==> src/rtl/adder_tree_accum_if.sv <==
// Beat-in / result-out handshake bundle for adder_tree_accum.
// The producer/consumer side uses master; the datapath uses slave.
interface adder_tree_accum_if #(
  parameter int unsigned N_IN         = 25,
  parameter int unsigned IN_WIDTH     = 16,
  parameter int unsigned SCALER_WIDTH = 16,
  parameter int unsigned OUT_WIDTH    = 16
);
  logic                         in_valid;
  logic                         in_ready;
  logic                         in_first;
  logic                         in_last;
  logic [N_IN*IN_WIDTH-1:0]     in_data;
  logic [SCALER_WIDTH-1:0]      in_scaler;
  logic                         out_valid;
  logic                         out_ready;
  logic [OUT_WIDTH-1:0]         out_data;
  logic                         out_sat;

  modport master (
    output in_valid, in_first, in_last, in_data, in_scaler, out_ready,
    input  in_ready, out_valid, out_data, out_sat
  );

  modport slave (
    input  in_valid, in_first, in_last, in_data, in_scaler, out_ready,
    output in_ready, out_valid, out_data, out_sat
  );
endinterface

==> src/rtl/adder_tree_accum.sv <==
// Pipelined signed adder tree with group accumulation, scaling, rounding and
// saturation; the whole pipeline freezes while a result is held unaccepted.
module adder_tree_accum #(
  parameter int unsigned N_IN         = 25,
  parameter int unsigned IN_WIDTH     = 16,
  parameter int unsigned ACC_WIDTH    = 32,
  parameter int unsigned SCALER_WIDTH = 16,
  parameter int unsigned SHIFT        = 8,
  parameter int unsigned OUT_WIDTH    = 16
) (
  input  logic              fast_clk,
  input  logic              rst,
  adder_tree_accum_if.slave bus
);
  localparam int unsigned D   = $clog2(N_IN);
  localparam int unsigned TW  = IN_WIDTH + D;
  localparam int unsigned AW1 = ACC_WIDTH + 1;
  localparam int unsigned PW  = ACC_WIDTH + SCALER_WIDTH;
  localparam int unsigned PW1 = PW + 1;

  localparam logic signed [AW1-1:0] ACC_MAX = AW1'($signed({1'b0, {(ACC_WIDTH-1){1'b1}}}));
  localparam logic signed [AW1-1:0] ACC_MIN = AW1'($signed({1'b1, {(ACC_WIDTH-1){1'b0}}}));
  localparam logic signed [PW1-1:0] OUT_MAX = PW1'($signed({1'b0, {(OUT_WIDTH-1){1'b1}}}));
  localparam logic signed [PW1-1:0] OUT_MIN = PW1'($signed({1'b1, {(OUT_WIDTH-1){1'b0}}}));
  localparam logic signed [PW1-1:0] RND     = PW1'(1) << (SHIFT - 1);

  function automatic int lvl_cnt(input int k);
    return (int'(N_IN) + (1 << k) - 1) >> k;
  endfunction

  typedef struct packed {
    logic                    valid;
    logic                    first;
    logic                    last;
    logic [SCALER_WIDTH-1:0] scaler;
  } side_t;

  logic stall_c;
  assign stall_c      = bus.out_valid && !bus.out_ready;
  assign bus.in_ready = !stall_c;

  // Reduction tree: level 0 is the raw operand view, levels 1..D are registered.
  for (genvar k = 0; k <= D; k++) begin : g_lvl
    localparam int unsigned LW  = IN_WIDTH + k;
    localparam int          CNT = lvl_cnt(k);
    logic signed [LW-1:0] v [CNT];

    if (k == 0) begin : g_in
      for (genvar i = 0; i < CNT; i++) begin : g_op
        assign v[i] = bus.in_data[i*IN_WIDTH +: IN_WIDTH];
      end
    end else begin : g_sum
      localparam int PCNT = lvl_cnt(k - 1);
      always_ff @(posedge fast_clk or negedge rst) begin
        if (!rst) begin
          for (int i = 0; i < CNT; i++) v[i] <= '0;
        end else if (!stall_c) begin
          for (int i = 0; i < PCNT / 2; i++)
            v[i] <= LW'(g_lvl[k-1].v[2*i]) + LW'(g_lvl[k-1].v[2*i+1]);
          if (PCNT % 2 == 1) v[CNT-1] <= LW'(g_lvl[k-1].v[PCNT-1]);
        end
      end
    end
  end

  logic signed [TW-1:0] tree_sum_c;
  assign tree_sum_c = g_lvl[D].v[0];

  // Sideband travelling in lockstep with the tree levels.
  side_t side_q [D];
  always_ff @(posedge fast_clk or negedge rst) begin
    if (!rst) begin
      for (int i = 0; i < D; i++) side_q[i] <= '0;
    end else if (!stall_c) begin
      side_q[0].valid  <= bus.in_valid;
      side_q[0].first  <= bus.in_first;
      side_q[0].last   <= bus.in_last;
      side_q[0].scaler <= bus.in_scaler;
      for (int i = 1; i < D; i++) side_q[i] <= side_q[i-1];
    end
  end

  // Saturating accumulate; a first beat restarts both the sum and the sat flag.
  logic signed [ACC_WIDTH-1:0] acc_q;
  logic                        sat_q;
  logic                        fire_q;
  logic [SCALER_WIDTH-1:0]     scl_q;
  logic signed [AW1-1:0]       acc_base_c;
  logic signed [AW1-1:0]       acc_sum_c;
  logic signed [ACC_WIDTH-1:0] acc_next_c;
  logic                        acc_clip_c;

  always_comb begin
    acc_base_c = AW1'(acc_q);
    if (side_q[D-1].first) acc_base_c = '0;
    acc_sum_c  = acc_base_c + AW1'(tree_sum_c);
    acc_next_c = ACC_WIDTH'(acc_sum_c);
    acc_clip_c = 1'b0;
    if (acc_sum_c > ACC_MAX) begin
      acc_next_c = ACC_WIDTH'(ACC_MAX);
      acc_clip_c = 1'b1;
    end else if (acc_sum_c < ACC_MIN) begin
      acc_next_c = ACC_WIDTH'(ACC_MIN);
      acc_clip_c = 1'b1;
    end
  end

  always_ff @(posedge fast_clk or negedge rst) begin
    if (!rst) begin
      acc_q  <= '0;
      sat_q  <= 1'b0;
      fire_q <= 1'b0;
      scl_q  <= '0;
    end else if (!stall_c) begin
      fire_q <= side_q[D-1].valid && side_q[D-1].last;
      scl_q  <= side_q[D-1].scaler;
      if (side_q[D-1].valid) begin
        acc_q <= acc_next_c;
        sat_q <= (sat_q && !side_q[D-1].first) || acc_clip_c;
      end
    end
  end

  // Multiplier is registered on its own so rounding/clamping sits in the next cycle.
  logic signed [PW-1:0] prod_q;
  logic                 prod_valid_q;
  logic                 prod_sat_q;

  always_ff @(posedge fast_clk or negedge rst) begin
    if (!rst) begin
      prod_q       <= '0;
      prod_valid_q <= 1'b0;
      prod_sat_q   <= 1'b0;
    end else if (!stall_c) begin
      prod_valid_q <= fire_q;
      prod_sat_q   <= sat_q;
      prod_q       <= PW'(acc_q) * PW'($signed(scl_q));
    end
  end

  logic signed [PW1-1:0]       rnd_c;
  logic signed [OUT_WIDTH-1:0] out_next_c;
  logic                        out_clip_c;

  always_comb begin
    rnd_c      = (PW1'(prod_q) + RND) >>> SHIFT;
    out_next_c = OUT_WIDTH'(rnd_c);
    out_clip_c = 1'b0;
    if (rnd_c > OUT_MAX) begin
      out_next_c = OUT_WIDTH'(OUT_MAX);
      out_clip_c = 1'b1;
    end else if (rnd_c < OUT_MIN) begin
      out_next_c = OUT_WIDTH'(OUT_MIN);
      out_clip_c = 1'b1;
    end
  end

  logic                        out_valid_q;
  logic signed [OUT_WIDTH-1:0] out_data_q;
  logic                        out_sat_q;

  always_ff @(posedge fast_clk or negedge rst) begin
    if (!rst) begin
      out_valid_q <= 1'b0;
      out_data_q  <= '0;
      out_sat_q   <= 1'b0;
    end else if (!stall_c) begin
      out_valid_q <= prod_valid_q;
      if (prod_valid_q) begin
        out_data_q <= out_next_c;
        out_sat_q  <= prod_sat_q || out_clip_c;
      end
    end
  end

  assign bus.out_valid = out_valid_q;
  assign bus.out_data  = out_data_q;
  assign bus.out_sat   = out_sat_q;
endmodule

==> src/flat_wrapper.sv <==
// flat-port wrapper written by rule: the top's interface ports become plain ports
module adder_tree_accum_flat 
#(
  parameter int unsigned N_IN         = 25,
  parameter int unsigned IN_WIDTH     = 16,
  parameter int unsigned ACC_WIDTH    = 32,
  parameter int unsigned SCALER_WIDTH = 16,
  parameter int unsigned SHIFT        = 8,
  parameter int unsigned OUT_WIDTH    = 16
)
  (fast_clk, rst, bus_in_valid, bus_in_first, bus_in_last, bus_in_data, bus_in_scaler, bus_out_ready, bus_in_ready, bus_out_valid, bus_out_data, bus_out_sat);
  adder_tree_accum_if #(.N_IN(N_IN), .IN_WIDTH(IN_WIDTH), .SCALER_WIDTH(SCALER_WIDTH), .OUT_WIDTH(OUT_WIDTH)) bus_i ();
  input  logic fast_clk;
  input  logic rst;
  input wire logic [$bits(bus_i.in_valid)-1:0] bus_in_valid;
  input wire logic [$bits(bus_i.in_first)-1:0] bus_in_first;
  input wire logic [$bits(bus_i.in_last)-1:0] bus_in_last;
  input wire logic [$bits(bus_i.in_data)-1:0] bus_in_data;
  input wire logic [$bits(bus_i.in_scaler)-1:0] bus_in_scaler;
  input wire logic [$bits(bus_i.out_ready)-1:0] bus_out_ready;
  output wire logic [$bits(bus_i.in_ready)-1:0] bus_in_ready;
  output wire logic [$bits(bus_i.out_valid)-1:0] bus_out_valid;
  output wire logic [$bits(bus_i.out_data)-1:0] bus_out_data;
  output wire logic [$bits(bus_i.out_sat)-1:0] bus_out_sat;
  assign bus_i.in_valid = bus_in_valid;
  assign bus_i.in_first = bus_in_first;
  assign bus_i.in_last = bus_in_last;
  assign bus_i.in_data = bus_in_data;
  assign bus_i.in_scaler = bus_in_scaler;
  assign bus_i.out_ready = bus_out_ready;
  assign bus_in_ready = bus_i.in_ready;
  assign bus_out_valid = bus_i.out_valid;
  assign bus_out_data = bus_i.out_data;
  assign bus_out_sat = bus_i.out_sat;
  adder_tree_accum #(.N_IN(N_IN), .IN_WIDTH(IN_WIDTH), .ACC_WIDTH(ACC_WIDTH), .SCALER_WIDTH(SCALER_WIDTH), .SHIFT(SHIFT), .OUT_WIDTH(OUT_WIDTH)) u_core (.fast_clk(fast_clk), .rst(rst), .bus(bus_i));
endmodule
==> config.mk <==
export PLATFORM = sky130hd
export DESIGN_NAME = adder_tree_accum_flat
export DESIGN_NICKNAME = d
export VERILOG_FILES = /design/src/rtl/adder_tree_accum_if.sv /design/src/rtl/adder_tree_accum.sv /design/src/flat_wrapper.sv
export SDC_FILE = /design/constraint.sdc
export NUM_CORES = 2
export LEC_CHECK = 0
export BUFFER_PORTS_ARGS = -buffer_cell sky130_fd_sc_hd__buf_2
export CAP_MARGIN = 20
export CELL_PAD_IN_SITES_DETAIL_PLACEMENT = 1
export CELL_PAD_IN_SITES_GLOBAL_PLACEMENT = 1
export CORE_MARGIN = 2
export CORE_UTILIZATION = 52
export CTS_CLUSTER_SIZE = 28
export DETAILED_ROUTE_END_ITERATION = 10
export PLACE_DENSITY_LB_ADDON = 0.1
export SLEW_MARGIN = 20
export SYNTH_ARGS = -nofsm -noshare
export SYNTH_HDL_FRONTEND = slang
export SYNTH_SLANG_ARGS = --single-unit
==> constraint.sdc <==
create_clock -name fast_clk -period 12.57 [get_ports fast_clk]
set_input_delay 0.6285 -clock fast_clk [delete_from_list [all_inputs] [get_ports fast_clk]]
set_output_delay 0.6285 -clock fast_clk [all_outputs]
set_load 0.02 [all_outputs]
==> Yosys cells after proc, flatten, opt, wreduce, memory -nomap -nowiden <==
Cells that the tools add are included.
{ "totals": {"register_bits": 691, "out_inout_bits": 19, "wordCells": 108} }
{ "classes": {"add_sub_neg": 26, "n_mul": 1, "order_cmp": 4, "mux": 9, "n_bitwise": 1, "n_reduce_logical": 10} }
{ "op_table": {"columns": ["operator", "n"], "rows": [
  ["16-bit by 16-bit adder with 17-bit output", 12],
  ["17-bit by 17-bit adder with 18-bit output", 6],
  ["32-bit two-way mux", 2],
  ["18-bit by 18-bit adder with 19-bit output", 3],
  ["48-bit by 9-bit adder with 49-bit output, second input constant", 1],
  ["32-bit by 16-bit multiplier with 48-bit output", 1],
  ["41-bit by 16-bit > comparator with 1-bit output, second input constant", 1],
  ["41-bit by 16-bit less-than comparator with 1-bit output, second input constant", 1],
  ["33-bit by 21-bit adder with 33-bit output", 1],
  ["33-bit by 32-bit > comparator with 1-bit output, second input constant", 1],
  ["33-bit by 32-bit less-than comparator with 1-bit output, second input constant", 1],
  ["33-bit two-way mux", 1],
  ["16-bit two-way mux", 2],
  ["20-bit by 20-bit adder with 21-bit output", 1],
  ["19-bit by 16-bit adder with 20-bit output", 1],
  ["19-bit by 19-bit adder with 20-bit output", 1],
  ["1-bit two-way mux", 4],
  ["2-bit AND reduction", 2],
  ["1-bit logical AND", 3],
  ["1-bit zero test", 3],
  ["1-bit logical OR", 2],
  ["1-bit NOT", 1]
]} }

==> Logic depth before layout (Yosys ltp) <==
{ "logic_depth": {"depth_word": 6, "depth_mapped": 26, "depth_no_buf": 25} }

==> Worst setup path after synthesis <==
OpenSTA, ideal clock, no wires.
{ "synth_timing": {"path_kind": "register to register", "start": "reg u_core.acc_q[26]", "end": "reg u_core.prod_q[42]", "arrival_time_ps": 6184, "required_time_ps": 12433, "setup_slack_ps": 6249, "stages_incl_launch_ff": 23, "n_path_buf": 2, "synth_period_minus_slack_ps": 6321, "path_cell_list": "dfrtp_1 > clkbuf_1 > clkbuf_1 > nand2_1 > fa_1 > fa_1 > fa_1 > inv_1 > fa_1 > fa_1 > fa_1 > ha_1 > a21o_1 > a21o_1 > a21oi_1 > inv_1 > or4_1 > a21oi_1 > o31ai_1 > a21bo_2 > a21oi_1 > xor2_1 > a21oi_1"} }
{ "synth_between": {"elab_chain_cells": 1} }
{ "synth_rtl": {"columns": ["element", "line", "text"], "rows": [
  ["start: declaration", "adder_tree_accum.sv:84", "logic signed [ACC_WIDTH-1:0] acc_q;"],
  ["start signal: assignment", "adder_tree_accum.sv:118", "acc_q <= acc_next_c;"],
  ["32-bit by 16-bit multiplier with 48-bit output", "adder_tree_accum.sv:137", "prod_q <= PW'(acc_q) * PW'($signed(scl_q));"],
  ["end signal: assignment", "adder_tree_accum.sv:137", null],
  ["end: declaration", "adder_tree_accum.sv:125", "logic signed [PW-1:0] prod_q;"]
]} }
No other way between the ends.
A chain may end at the register's enable or synchronous reset.

==> Worst setup path after layout <==
{ "layout_timing": {"start": "reg u_core.scl_q[15]", "end": "reg u_core.prod_q[46]"} }
{ "layout_between": {"elab_chain_cells": 1} }
{ "layout_rtl": {"columns": ["element", "line", "text"], "rows": [
  ["start: declaration", "adder_tree_accum.sv:87", "logic [SCALER_WIDTH-1:0] scl_q;"],
  ["start signal: assignment", "adder_tree_accum.sv:116", "scl_q <= side_q[D-1].scaler;"],
  ["32-bit by 16-bit multiplier with 48-bit output", "adder_tree_accum.sv:137", null]
]} }
No other way between the ends.

==> run_results.csv <==
group,metric,value,unit
status,status,"finished clean",
clocking,clk_pin_slew,0.06,ns
hold_path,holdPathStages,3,
placed_design,place.gp.congestion,0.876,
setup_path,worst_path_max_delay_cell,"dfrtp_1",
global_route,first_global_vias,56000,
clocking,cts_root_buf,"clkbuf_16",
yosys,synth_top_cell_by_area,"dfrtp_1",
cells_and_area,drive_gt1_share,9.15,%
yosys,syn_nets,8575,
setup_path,cp.required,13.06,ns
clocking,clock_sinks,684,
clocking,hold_buffers,1,
yosys,ys_seq_area_share,27.9,%
timing,clock.fmax,131,MHz
timing,slew_headroom,28.0,%
timing,layout_min_cycle_time,7.65,ns
timing,finalSetupViolCount,0,
clocking,cts_tree,"done",
die,die_area,121000,um^2
die,ios,441,
routing,vias,51200,
routing,wl_per_cell,20.6,um
yosys,syn_area,61200,um^2
cells_and_area,final_core_util,58.1,%
setup_path,crit_chain,"clkinv_1 > buf_4 > nor2_1 > fa_1 > fa_1 > fa_1 > fa_1 > fa_1 > fa_1 > ha_1 > a21o_1 > a21o_1 > a21oi_1 > o21ai_0 > or4_1 > a21oi_1 > o31ai_1 > a21oi_1 > nand2_1 > a211oi_1 > o31ai_1",
yosys,synthArstFlopShare,100,%
yosys,synth_top_area_share,27.9,%
clocking,clk_path_buf_depth,3,
setup_path,cpMostUsedCell,"fa_1",
setup_path,worstPathMaxFanout,16,
timing,finalMaxSlewViolations,0,
setup_path,cp-end-kind,"flip-flop",
clocking,post_cts_buffers,0,
setup_path,crit_type,"reg -> reg",
yosys,netlist_instances,7093,
placed_design,place_area,64800,um^2
timing,skew,0.0519,ns
clocking,insertion_delay,0.69,ns
setup_path,critical_path_arrival,8.13,ns
yosys,synth-main-ff-cell,"dfrtp_1",
die,placementRows,125,
routing,ant_nets,0,
setup_path,max_stage_delay,0.59,ns
routing,drt-total-wl,185000,um
clocking,cts.htree.levels,3,
global_route,grt_max_degree,218,
placed_design,io_buffer_count,440,
yosys,synth_edf_count,0,
yosys,synth.most_common_cell,"nand2_1",
clocking,cts-resized-gates,0,
timing,worst-slew-pin-transition,1.08,ns
yosys,synth_common_cells,"nand2_1, inv_1, dfrtp_1",
setup_path,start_kind,"flip-flop",
routing,drc,0,
routing,vias_per_cell,5.70,
die,die_y,347,um
yosys,synth_area_per_cell,8.64,um^2
die,die_w,347,um
timing,finalCritPeriodShare,60.8,%
die,start_util,52.6,%
global_route,antenna_found_initial,2,
yosys,yosysWarnings,0,
setup_path,reg2reg_depth,21,
clocking,numCtsBuffers,82,
yosys,synth.area.top_cells,"dfrtp_1, fa_1, ha_1",
global_route,grtUsageTotal,31.1,%
timing,final.setup.tns,0,ns
placed_design,dpl.hpwl,141000,um
global_route,grt_pass1_wl,301000,um
yosys,ys_ff_latch,684,
global_route,gr-total-overflow,0,
timing,timing.final.hold_violations,0,
timing,rsz0062_at_grt,"no",
die,core_area,117000,um^2
yosys,synth_cell_types,79,
setup_path,r2r_slack,4.92,ns
run,cap_violations,0,
routing,detail_route.first_pass.iterations,7,
hold_path,hold_path.class,"in -> reg",
cells_and_area,area_delta_synth_final,10.5,%
cells_and_area,nets,8884,
cells_and_area,fin_area,67700,um^2
routing,dr.first_iter.drc_count,2598,
-- cell type report --
type / count / area, um^2
antenna: 1 / 2.50
clock buffer: 111 / 2330
clock inverter: 38 / 572
fill: 13800 / 48800
inverter: 783 / 2950
multi-input combinational: 5364 / 40200
sequential: 684 / 17100
tap: 1524 / 1910
timing repair buffer: 487 / 2630
-- placed cells by master, fill, tap and decap left out, types with 28 or more instances in the layout --
master     count
dfrtp_1      684
nor3_1       108
xnor2_1      185
a211o_1       28
inv_1        781
nand2b_1      50
a31oi_1       31
clkbuf_16     82
nand3_1      128
o21ai_0      330
ha_1         550
and2_1       221
xor2_1       158
nor2b_1       85
and3_1        59
nor2_1       505
buf_4         39
o21a_1        36
buf_2        439
a21oi_1      524
o31ai_1       95
fa_1         510
nand2_1     1241
a211oi_1      54
a21o_1       104
a21boi_0      44
or3_1         29
-- registers in the layout, summed over array words and instances, names as in the netlist --
| signal | count |
|---|---|
| u_core.acc_q | 32 |
| u_core.bus.out_data | 16 |
| u_core.bus.out_sat | 1 |
| u_core.bus.out_valid | 1 |
| u_core.fire_q | 1 |
| u_core.g_lvl.v | 478 |
| u_core.prod_q | 41 |
| u_core.prod_sat_q | 1 |
| u_core.prod_valid_q | 1 |
| u_core.sat_q | 1 |
| u_core.scl_q | 16 |
| u_core.side_q | 95 |
-- worst paths after layout --
check / end / startpoint
min in group asynchronous: u_core.g_lvl[1].v[103] / rst
setup / recovery: u_core.prod_q[46] / u_core.scl_q[15]
hold reg to reg: u_core.side_q[30] / u_core.side_q[30]
hold / removal: u_core.side_q[91] / bus_in_scaler[15]
max in group asynchronous: u_core.g_lvl[3].v[5] / rst
setup reg to reg: u_core.prod_q[46] / u_core.scl_q[15]
-- cell families (layout without fill, tap and decap cells) --
| group | after synthesis | count (layout) | synth area share, % |
|---|---|---|---|
| AOI/OAI and AO/OA | 1394 | 1394 | 13.8 |
| xor gates and xnor gates | 344 | 344 | 4.93 |
| adders and majority gates | 1061 | 1061 | 27.9 |
| buffers and inverters | 1045 | 1419 | 6.43 |
| DFF | 684 | 684 | 27.9 |
| muxes | 13 | 13 | 0.229 |
| other | 0 | 1 | 0 |
| and+or+nand+nor | 2552 | 2552 | 18.7 |
-- per-stage QoR --
step | hold slack, ns | setup slack (ns) | std cells
2_1_floorplan | 0.333 | 6.25 | 7093
3_3_place_gp | 0.450 | 5.18 | 8840
3_5_place_dp | 0.455 | 5.04 | 8841
4_1_cts | 0.0845 | 4.98 | 8991
5_1_grt | 0.117 | 4.63 | 8991
6_report | 0.129 | 4.92 | 8992
-- per-layer routing --
layer | vias up | routed length [um] | share of wire, % | GRT usage, %
li1 | 24000 | - | - | -
met5 | - | 0 | 0 | 0
met3 | 309 | 8130 | 4.4 | 4.62
met2 | 1008 | 93900 | 51 | 55.5
met1 | 25900 | 77000 | 42 | 38.8
met4 | 0 | 5970 | 3.2 | 9.84
-- critical path, delay by kind of cell (launching register included) --
kind | cells | cell delay (ns)
AOI/OAI and AO/OA | 9 | 1.96
buffers and inverters | 2 | 0.84
adders and majority gates | 7 | 3.30
and+or+nand+nor | 3 | 0.75
DFF | 1 | 0.59
Power is left out: the tool's default activity adds up to more than one toggle a clock period on the data nets, which glitch-free logic cannot reach.
